--- src/rtl/hamming_secded_stream_encode_pkg.sv ---
// Shared Hamming helpers for the SECDED encoder and its matching decoder.
// Latency: none (elaboration-time constant functions only).
// Backpressure: not applicable.
//
// Functions:
//   hamming_address_width(data_w) - number of Hamming parity bits needed for data_w data bits
//   hamming_code_width(data_w)    - data + parity + overall-parity bit count
//   hamming_is_parity_pos(idx)    - 1 when codeword position idx holds a Hamming parity bit
package hamming_secded_stream_encode_pkg;

    // Smallest r with 2**r >= data_w + r + 1.
    function automatic int hamming_address_width(input int data_w);
        for (int r = 1; r < 31; r++) begin
            if ((1 << r) >= (data_w + r + 1)) begin
                return r;
            end
        end
        return 31;
    endfunction

    // Position 0 carries the overall parity, so the codeword is one bit
    // wider than the plain Hamming code.
    function automatic int hamming_code_width(input int data_w);
        return data_w + hamming_address_width(data_w) + 1;
    endfunction

    // Parity bits sit at the non-zero powers of two.
    function automatic bit hamming_is_parity_pos(input int idx);
        return (idx > 0) && ((idx & (idx - 1)) == 0);
    endfunction

endpackage

--- src/rtl/hamming_secded_segment_encode.sv ---
// SECDED encode of one segment: place data, compute Hamming parity and overall parity.
// Latency: purely combinational, 0 clk.
// Backpressure: none; output follows input.
//
// Ports:
//   i_data  in  SEG_WIDTH   segment data bits
//   o_code  out CODE_WIDTH  codeword; bit 0 overall parity, bits 2**i parity i,
//                           data LSB-first in the remaining positions from bit 3 upward
module hamming_secded_segment_encode
    import hamming_secded_stream_encode_pkg::*;
#(
    parameter  int SEG_WIDTH  = 8,
    localparam int ADDR_WIDTH = hamming_address_width(SEG_WIDTH),
    localparam int CODE_WIDTH = hamming_code_width(SEG_WIDTH)
) (
    input  logic [SEG_WIDTH-1:0]  i_data,
    output logic [CODE_WIDTH-1:0] o_code
);

    // Hamming body: everything above the overall parity bit.
    logic [CODE_WIDTH-1:1] w_body;
    // XOR of the positions of all set data bits; bit i of it is parity i.
    logic [ADDR_WIDTH-1:0] w_syn;

    always_comb begin
        int k;
        w_body = '0;
        w_syn  = '0;
        k      = 0;
        for (int p = 1; p < CODE_WIDTH; p++) begin
            if (!hamming_is_parity_pos(p)) begin
                w_body[p] = i_data[k];
                if (i_data[k]) begin
                    w_syn = w_syn ^ p[ADDR_WIDTH-1:0];
                end
                k = k + 1;
            end
        end
        for (int i = 0; i < ADDR_WIDTH; i++) begin
            w_body[1 << i] = w_syn[i];
        end
    end

    // Overall parity makes the whole codeword even, giving double-error detection.
    assign o_code = {w_body, ^w_body};

endmodule

--- src/rtl/hamming_secded_stream_encode.sv ---
// Two-stage valid/ready SECDED encoder: segments a data word, encodes each segment, tags outputs.
// Latency: 2 clk from accept (in_valid && in_ready) to out_valid; 1 word/clk when out_ready=1.
// Backpressure: in_ready is combinational from out_ready; stalled output holds data_out/out_seq.
//
// Ports:
//   clk, rst            rising-edge clock, synchronous active-high reset
//   in_valid/in_ready   input handshake, data_in sampled on accept
//   data_in             DATA_WIDTH data word
//   out_valid/out_ready output handshake
//   data_out            NUM_SEGMENTS concatenated (or interleaved) segment codewords
//   out_seq             tag of the presented word, +1 per output transfer, wrapping
// Configuration macro HAMMING_INTERLEAVE_EN: when defined, bit j of segment s is placed at
//   data_out[j*NUM_SEGMENTS+s] so an adjacent-bit burst of up to NUM_SEGMENTS bits touches each
//   codeword at most once; otherwise segment s occupies data_out[s*SEG_CODE_WIDTH +: SEG_CODE_WIDTH].
module hamming_secded_stream_encode
    import hamming_secded_stream_encode_pkg::*;
#(
    parameter  int DATA_WIDTH     = 32,
    parameter  int NUM_SEGMENTS   = 4,
    parameter  int SEQ_WIDTH      = 8,
    localparam int SEG_WIDTH      = DATA_WIDTH / NUM_SEGMENTS,
    localparam int SEG_CODE_WIDTH = hamming_code_width(SEG_WIDTH),
    localparam int OUTPUT_WIDTH   = NUM_SEGMENTS * SEG_CODE_WIDTH
) (
    input  logic                    clk,
    input  logic                    rst,
    input  logic                    in_valid,
    output logic                    in_ready,
    input  logic [DATA_WIDTH-1:0]   data_in,
    output logic                    out_valid,
    input  logic                    out_ready,
    output logic [OUTPUT_WIDTH-1:0] data_out,
    output logic [SEQ_WIDTH-1:0]    out_seq
);

    if ((NUM_SEGMENTS < 1) || ((DATA_WIDTH % NUM_SEGMENTS) != 0)) begin : g_bad_cfg
        $error("DATA_WIDTH must be divisible by NUM_SEGMENTS (NUM_SEGMENTS >= 1)");
    end

    logic                      r_s1_valid;
    logic [DATA_WIDTH-1:0]     r_s1_data;
    logic                      r_s2_valid;
    logic [OUTPUT_WIDTH-1:0]   r_s2_data;
    logic [SEQ_WIDTH-1:0]      r_seq;

    logic                      w_s1_adv;
    logic                      w_s2_adv;
    logic [OUTPUT_WIDTH-1:0]   w_encoded;
    logic [SEG_CODE_WIDTH-1:0] w_seg_code [NUM_SEGMENTS];

    // A stage may load when it is empty or its content leaves this cycle,
    // so a full pipeline with out_ready=1 moves every stage at once.
    assign w_s2_adv = !r_s2_valid || out_ready;
    assign w_s1_adv = !r_s1_valid || w_s2_adv;
    assign in_ready = w_s1_adv;

    for (genvar s = 0; s < NUM_SEGMENTS; s++) begin : g_seg
        hamming_secded_segment_encode #(
            .SEG_WIDTH (SEG_WIDTH)
        ) u_seg_enc (
            .i_data (r_s1_data[s*SEG_WIDTH +: SEG_WIDTH]),
            .o_code (w_seg_code[s])
        );

`ifdef HAMMING_INTERLEAVE_EN
        for (genvar j = 0; j < SEG_CODE_WIDTH; j++) begin : g_bit
            assign w_encoded[j*NUM_SEGMENTS + s] = w_seg_code[s][j];
        end
`else
        assign w_encoded[s*SEG_CODE_WIDTH +: SEG_CODE_WIDTH] = w_seg_code[s];
`endif
    end

    always_ff @(posedge clk) begin
        if (rst) begin
            r_s1_valid <= 1'b0;
            r_s1_data  <= '0;
            r_s2_valid <= 1'b0;
            r_s2_data  <= '0;
            r_seq      <= '0;
        end else begin
            if (w_s1_adv) begin
                r_s1_valid <= in_valid;
                if (in_valid) begin
                    r_s1_data <= data_in;
                end
            end
            if (w_s2_adv) begin
                r_s2_valid <= r_s1_valid;
                if (r_s1_valid) begin
                    r_s2_data <= w_encoded;
                end
            end
            // The tag belongs to the presented word and moves on only when it is taken.
            if (r_s2_valid && out_ready) begin
                r_seq <= r_seq + 1'b1;
            end
        end
    end

    assign out_valid = r_s2_valid;
    assign data_out  = r_s2_data;
    assign out_seq   = r_seq;

endmodule

--- config.mk ---
export PLATFORM = sky130hd
export DESIGN_NAME = hamming_secded_stream_encode
export DESIGN_NICKNAME = d
export VERILOG_FILES = /design/src/rtl/hamming_secded_stream_encode_pkg.sv /design/src/rtl/hamming_secded_segment_encode.sv /design/src/rtl/hamming_secded_stream_encode.sv
export SDC_FILE = /design/constraint.sdc
export NUM_CORES = 1
export LEC_CHECK = 0
export CAP_MARGIN = 20
export CORE_ASPECT_RATIO = 0.75
export CORE_MARGIN = 5
export CORE_UTILIZATION = 44
export DETAILED_ROUTE_END_ITERATION = 8
export GPL_TIMING_DRIVEN = 0
export PLACE_DENSITY = 0.78
export SLEW_MARGIN = 20
export SYNTH_ARGS = -nofsm -noshare
export SYNTH_HDL_FRONTEND = slang
export SYNTH_SLANG_ARGS = --single-unit
export TNS_END_PERCENT = 20
--- constraint.sdc ---
create_clock -name clk -period 1.24 [get_ports clk]
set_input_delay 0.248 -clock clk [delete_from_list [all_inputs] [get_ports clk]]
set_output_delay 0.248 -clock clk [all_outputs]
set_load 0.01 [all_outputs]
# Word level (Yosys, flattened, before mapping)
# Cells that the tools add are included.
# totals
register_bits	94
latch_bits	0
ram_bits	0
mem_bits_ro	0
inputBits	36
word_cells	77
n_memories	0
# op_classes
add_sub_neg	1
n_mul	0
div	0
n_lt_le_gt_ge	0
eq_ne	0
n_shift	0
n_mux	32
bitwise	28
n_reduce_logical	11
# op_table
cell	count
4-bit 2-to-1 mux	16
12-bit parity	4
2-bit inverter	20
3-bit 2-to-1 mux	12
3-bit inverter	8
8-bit by 1-bit adder with 8-bit output (second input constant)	1
2-bit 2-to-1 mux	4
2-bit AND reduction	2
1-bit logical NOT	2
1-bit logical OR	2
1-bit logical AND	1

# Depth between registers and ports, before layout
# depth
ltp_word	16
depth_mapped	6
ltp_nobuf	5

# Modules after synthesis
# From an unflattened synthesis, not the netlist that was laid out.
# hier_totals
hier_cells	511
hier_area_um2	4351.7
# modules_own_cells
module	n_inst	cells_each	area_each_um2	seq_area_each_um2
hamming_secded_stream_encode	1	432	3564.7	1881.8
hamming_secded_segment_encode at g_seg[1].u_seg_enc ...	3	20	193.9	0.0
hamming_secded_segment_encode at g_seg[0].u_seg_enc	1	19	205.2	0.0

# Worst setup path before layout
# No wires, ideal clock.
# synth_timing
path_kind	register to register
start	register r_s2_valid, in the netlist out_valid
end	register r_s1_data[25]
setup_ps	132
arrival_ps	1250
required_ps	1108
path_slack_ps	-142
stages_incl_launch_ff	7
cell_sequence	dfxtp_1 -> nand3b_1 -> and2_1 -> clkbuf_1 -> buf_2 -> nand2_1 -> a21oi_1
# synth_between
elab_chain_cells	4
# synth_lines
item	line	source
start: declaration	hamming_secded_stream_encode.sv:42	logic r_s2_valid;
start signal: assignment	hamming_secded_stream_encode.sv:89	r_s2_valid <= r_s1_valid;
1-bit logical NOT	hamming_secded_stream_encode.sv:53	assign w_s2_adv = !r_s2_valid || out_ready;
1-bit logical OR	hamming_secded_stream_encode.sv:53	
1-bit logical OR	hamming_secded_stream_encode.sv:54	assign w_s1_adv = !r_s1_valid || w_s2_adv;
named net in_ready	hamming_secded_stream_encode.sv:28	output logic in_ready,
2-bit AND reduction (no source line)	n/a	
end signal: assignment	hamming_secded_stream_encode.sv:85	r_s1_data <= data_in;
end: declaration	hamming_secded_stream_encode.sv:41	logic [DATA_WIDTH-1:0] r_s1_data;
# The timed path passes the listed nets, and every way through them passes these cells.
# A chain may end at the register's enable or synchronous reset.

# Worst setup path after layout
# layout_timing
start	register r_s1_data[11]
end	register r_s2_data[13], in the netlist data_out[13]
# layout_between
elab_chain_cells	8
word_cells_on_any_way	10
classes_between	mux (5); bitwise (4); reduce/logical (1)
# layout_lines
item	line	source
3-bit 2-to-1 mux	hamming_secded_segment_encode.sv:33	if (i_data[k]) begin
2-bit inverter (no source line) / 4-bit 2-to-1 mux (equally long branches)	n/a	
4-bit 2-to-1 mux / 2-bit inverter (equally long branches)	n/a	
4-bit 2-to-1 mux	hamming_secded_segment_encode.sv:33	
3-bit inverter (no source line)	n/a	
4-bit 2-to-1 mux (2 in series)	hamming_secded_segment_encode.sv:33	
12-bit parity *	hamming_secded_segment_encode.sv:45	assign o_code = {w_body, ^w_body};
end signal: assignment	hamming_secded_stream_encode.sv:91	r_s2_data <= w_encoded;
end: declaration	hamming_secded_stream_encode.sv:43	logic [OUTPUT_WIDTH-1:0] r_s2_data;
# Every way passes the cells marked *; elsewhere a longest branch is shown, timed or not.

==> results.sh <==
export IMPL_via_per_inst=5.08
export IMPL_cp_end_kind="flop"
export IMPL_yosysUniqueCellTypes=24
export IMPL_syn_area_um2=3840
export IMPL_firstDrtPassIters=4
export IMPL_fin_area_um2=5710
export IMPL_die_h_um=90.9
export IMPL_power_net_switching_mw=1.96
export IMPL_tightest_slew_ns=0.595
export IMPL_grt_usage_pct=19.3
export IMPL_clockBufferDepth=2
export IMPL_io_buffers=96
export IMPL_ys_warn_count=0
export IMPL_overflow=0
export IMPL_cts_buffers=9
export IMPL_io_pins=98
export IMPL_layout_commonest_cell="nand2_1"
export IMPL_fin_skew_ns=0.00618
export IMPL_clk_pin_slew_ns=0.07
export IMPL_power_share_combinational_pct=18.7
export IMPL_p_leak_nw=2.33
export IMPL_ant_nets=0
export IMPL_final_cell_mix="nand2_1 (141), dfxtp_1 (71), a21oi_1 (62)"
export IMPL_core_rowCount=29
export IMPL_htree_levels=3
export IMPL_initial_core_util_pct=45.3
export IMPL_avgSynthCellArea_um2=8.48
export IMPL_clkLatencyLatePin_ns=0.34
export IMPL_seq_power_share_pct=45.7
export IMPL_avgRoutedWirePerCell_um=16.0
export IMPL_synth_seq_cells=94
export IMPL_p_int_mw=5.25
export IMPL_yosysTopAreaCellShare_pct=49.0
export IMPL_synth_area_leader_cell="dfxtp_1"
export IMPL_cts_sinks=94
export IMPL_grt_pass1_wl_um=17100
export IMPL_critPathKind="reg -> reg"
export IMPL_synth_area_top_cells="dfxtp_1 (49%), nand2_1 (15%), a21oi_1 (10%), xnor2_1 (5.9%), xnor3_1 (5.3%)"
export IMPL_placed_cells=657
export IMPL_die_area_um2=10700
export IMPL_cts_root_buf="clkbuf_16"
export IMPL_drive_above_1_share_pct=23.5
export IMPL_whs_path_depth=3
export IMPL_status="complete, but fails checks"
export IMPL_wirelength_um=11000
export IMPL_final_util_pct=67.2
export IMPL_min_path_type="in -> reg"
export IMPL_critPathMaxFanout=4
export IMPL_antenna_found_initial=0
export IMPL_grt_max_degree=17
export IMPL_worst_r2r_cell_count=4
export IMPL_fin_setup_tns_ns=-1.08
export IMPL_switching_share_pct=27.2
export IMPL_cp_arrival_ns=1.68
export IMPL_drv_slew=0
export IMPL_synthCells=453
export IMPL_cts_tree="yes"
export IMPL_place_gp_congestion=0.799
export IMPL_final_critical_path_setup_slack_ns=-0.199
export IMPL_vias=3503
export IMPL_grt_pass1_vias=3536
export IMPL_n_antenna_cell=0
export IMPL_finalCriticalPeriod_ns=1.44
export IMPL_violations="setup timing"
export IMPL_nets=614
export IMPL_max_freq_mhz=695
export IMPL_start_kind="flop"
export IMPL_rsz0062_at_grt="yes"
export IMPL_worstPathRequired_ns=1.48
export IMPL_min_period_over_period_pct=116
export IMPL_die_w_um=118
export IMPL_core_area_um2=8490
export IMPL_place_area_um2=4980
export IMPL_cap_violations=0
export IMPL_finalHoldViolations=0
export IMPL_setup_violations_final=12
export IMPL_vdd_ir_drop_max_v=0.000815
export IMPL_yosysSeqAreaShare_pct=49.0
export IMPL_syn_to_final_growth_pct=48.6
export IMPL_powerDensity_nw_per_um2=1260
export IMPL_first_iter_violations=146
export IMPL_cts_hold_buffers=0
export IMPL_dp_final_hpwl_um=7560
export IMPL_relSlewSlack_pct=60.3
export IMPL_drc=0
export IMPL_clkPwrFrac_pct=35.5
export IMPL_synth_fp_nets=490
export IMPL_final_cells=690
registers in the layout, indices dropped and copies added (netlist names):
signal and flops:
r_s1_data 32, out_valid 1, data_out 52, out_seq 8, r_s1_valid 1
routing by layer:
metal / global-route usage (%) / wire length (um) / up-vias
li1: - / - / 1717
met1: 24.8 / 4700 / 1654
met2: 32.0 / 5460 / 121
met3: 6.58 / 767 / 11
met4: 3.92 / 95 / 0
met5: 0 / 0 / -
power by group through the flow:
stage	clock, mW	sequential (mW)	combinational, mW
after floorplan	0	3.38	0.695
after global placement	0	3.36	1.13
after detailed placement	0	3.37	1.16
after CTS	2.60	3.30	1.19
after global routing	2.77	3.32	1.45
final	2.57	3.30	1.35
kinds of logic (layout without fill, tap and decap cells):
| logic type | Yosys count | after routing | share of synthesized area (%) |
|---|---|---|---|
| xor+xnor | 53 | 53 | 16.1 |
| simple gates | 183 | 183 | 18.6 |
| flops | 94 | 94 | 49.0 |
| fa+ha+maj | 1 | 1 | 0.326 |
| compound gates | 90 | 90 | 12.6 |
| buf+inv | 32 | 161 | 3.42 |
path summary, 6_finish.rpt:
check / slack (ns) / to / from
worst max-delay path: -0.20 / data_out[13]$_SDFFE_PP0P_ / r_s1_data[11]$_SDFFE_PP0P_
worst min-delay path: 0.28 / out_seq[1]$_SDFFE_PP0P_ / out_ready
worst max register to register: -0.20 / data_out[13]$_SDFFE_PP0P_ / r_s1_data[11]$_SDFFE_PP0P_
worst min register to register: 0.45 / data_out[23]$_SDFFE_PP0P_ / data_out[23]$_SDFFE_PP0P_
metrics by stage:
step	hold WS, ns	worst slack, ns	power [mW]
6_report	0.275	-0.199	7.22
5_1_grt	0.300	-0.261	7.54
4_1_cts	0.311	-0.203	7.09
3_5_place_dp	0.450	-0.821	4.52
3_3_place_gp	0.445	-0.800	4.49
2_1_floorplan	0.376	-0.0876	4.07
cell usage after synthesis:
| master | instances |
|---|---|
| nor4_1 | 1 |
| nand2b_1 | 1 |
| a211oi_2 | 1 |
| xnor3_1 | 9 |
| nand4_1 | 1 |
| nand2_1 | 150 |
| nor2_1 | 19 |
| or3_1 | 2 |
| xnor2_1 | 26 |
| o21ai_0 | 2 |
| a211oi_1 | 10 |
| nand3_1 | 4 |
| xor2_1 | 14 |
| nor3_1 | 2 |
| xnor2_2 | 4 |
| buf_1 | 2 |
| dfxtp_1 | 94 |
| buf_2 | 9 |
| clkbuf_1 | 17 |
| inv_1 | 4 |
| ha_1 | 1 |
| a21oi_1 | 77 |
| and2_1 | 2 |
| nand3b_1 | 1 |
timing repair:
action	in CTS	in global routing
pin swaps	14	26
endpoints found under the setup margin	150	102
cloned	0	4
buffers inserted	7	7
resized for setup	127	104
cell type report:
| type | instances | area (um2) |
|---|---|---|
| Clock buffer | 10 | 229 |
| Sequential cell | 94 | 1930 |
| Tap cell | 108 | 135 |
| Timing Repair Buffer | 114 | 1030 |
| Fill cell | 699 | 2780 |
| Inverter | 4 | 15.0 |
| Multi-Input combinational cell | 327 | 2090 |
| Buffer | 27 | 230 |
| Clock inverter | 6 | 46.3 |
worst max-delay path, cell delays in order (launching register included):
cell and delay (ns):
dfxtp_4 0.36, xnor3_2 0.46, xnor2_2 0.16, xnor2_1 0.14, a211oi_2 0.22
Power figures use the tool's default switching activity.
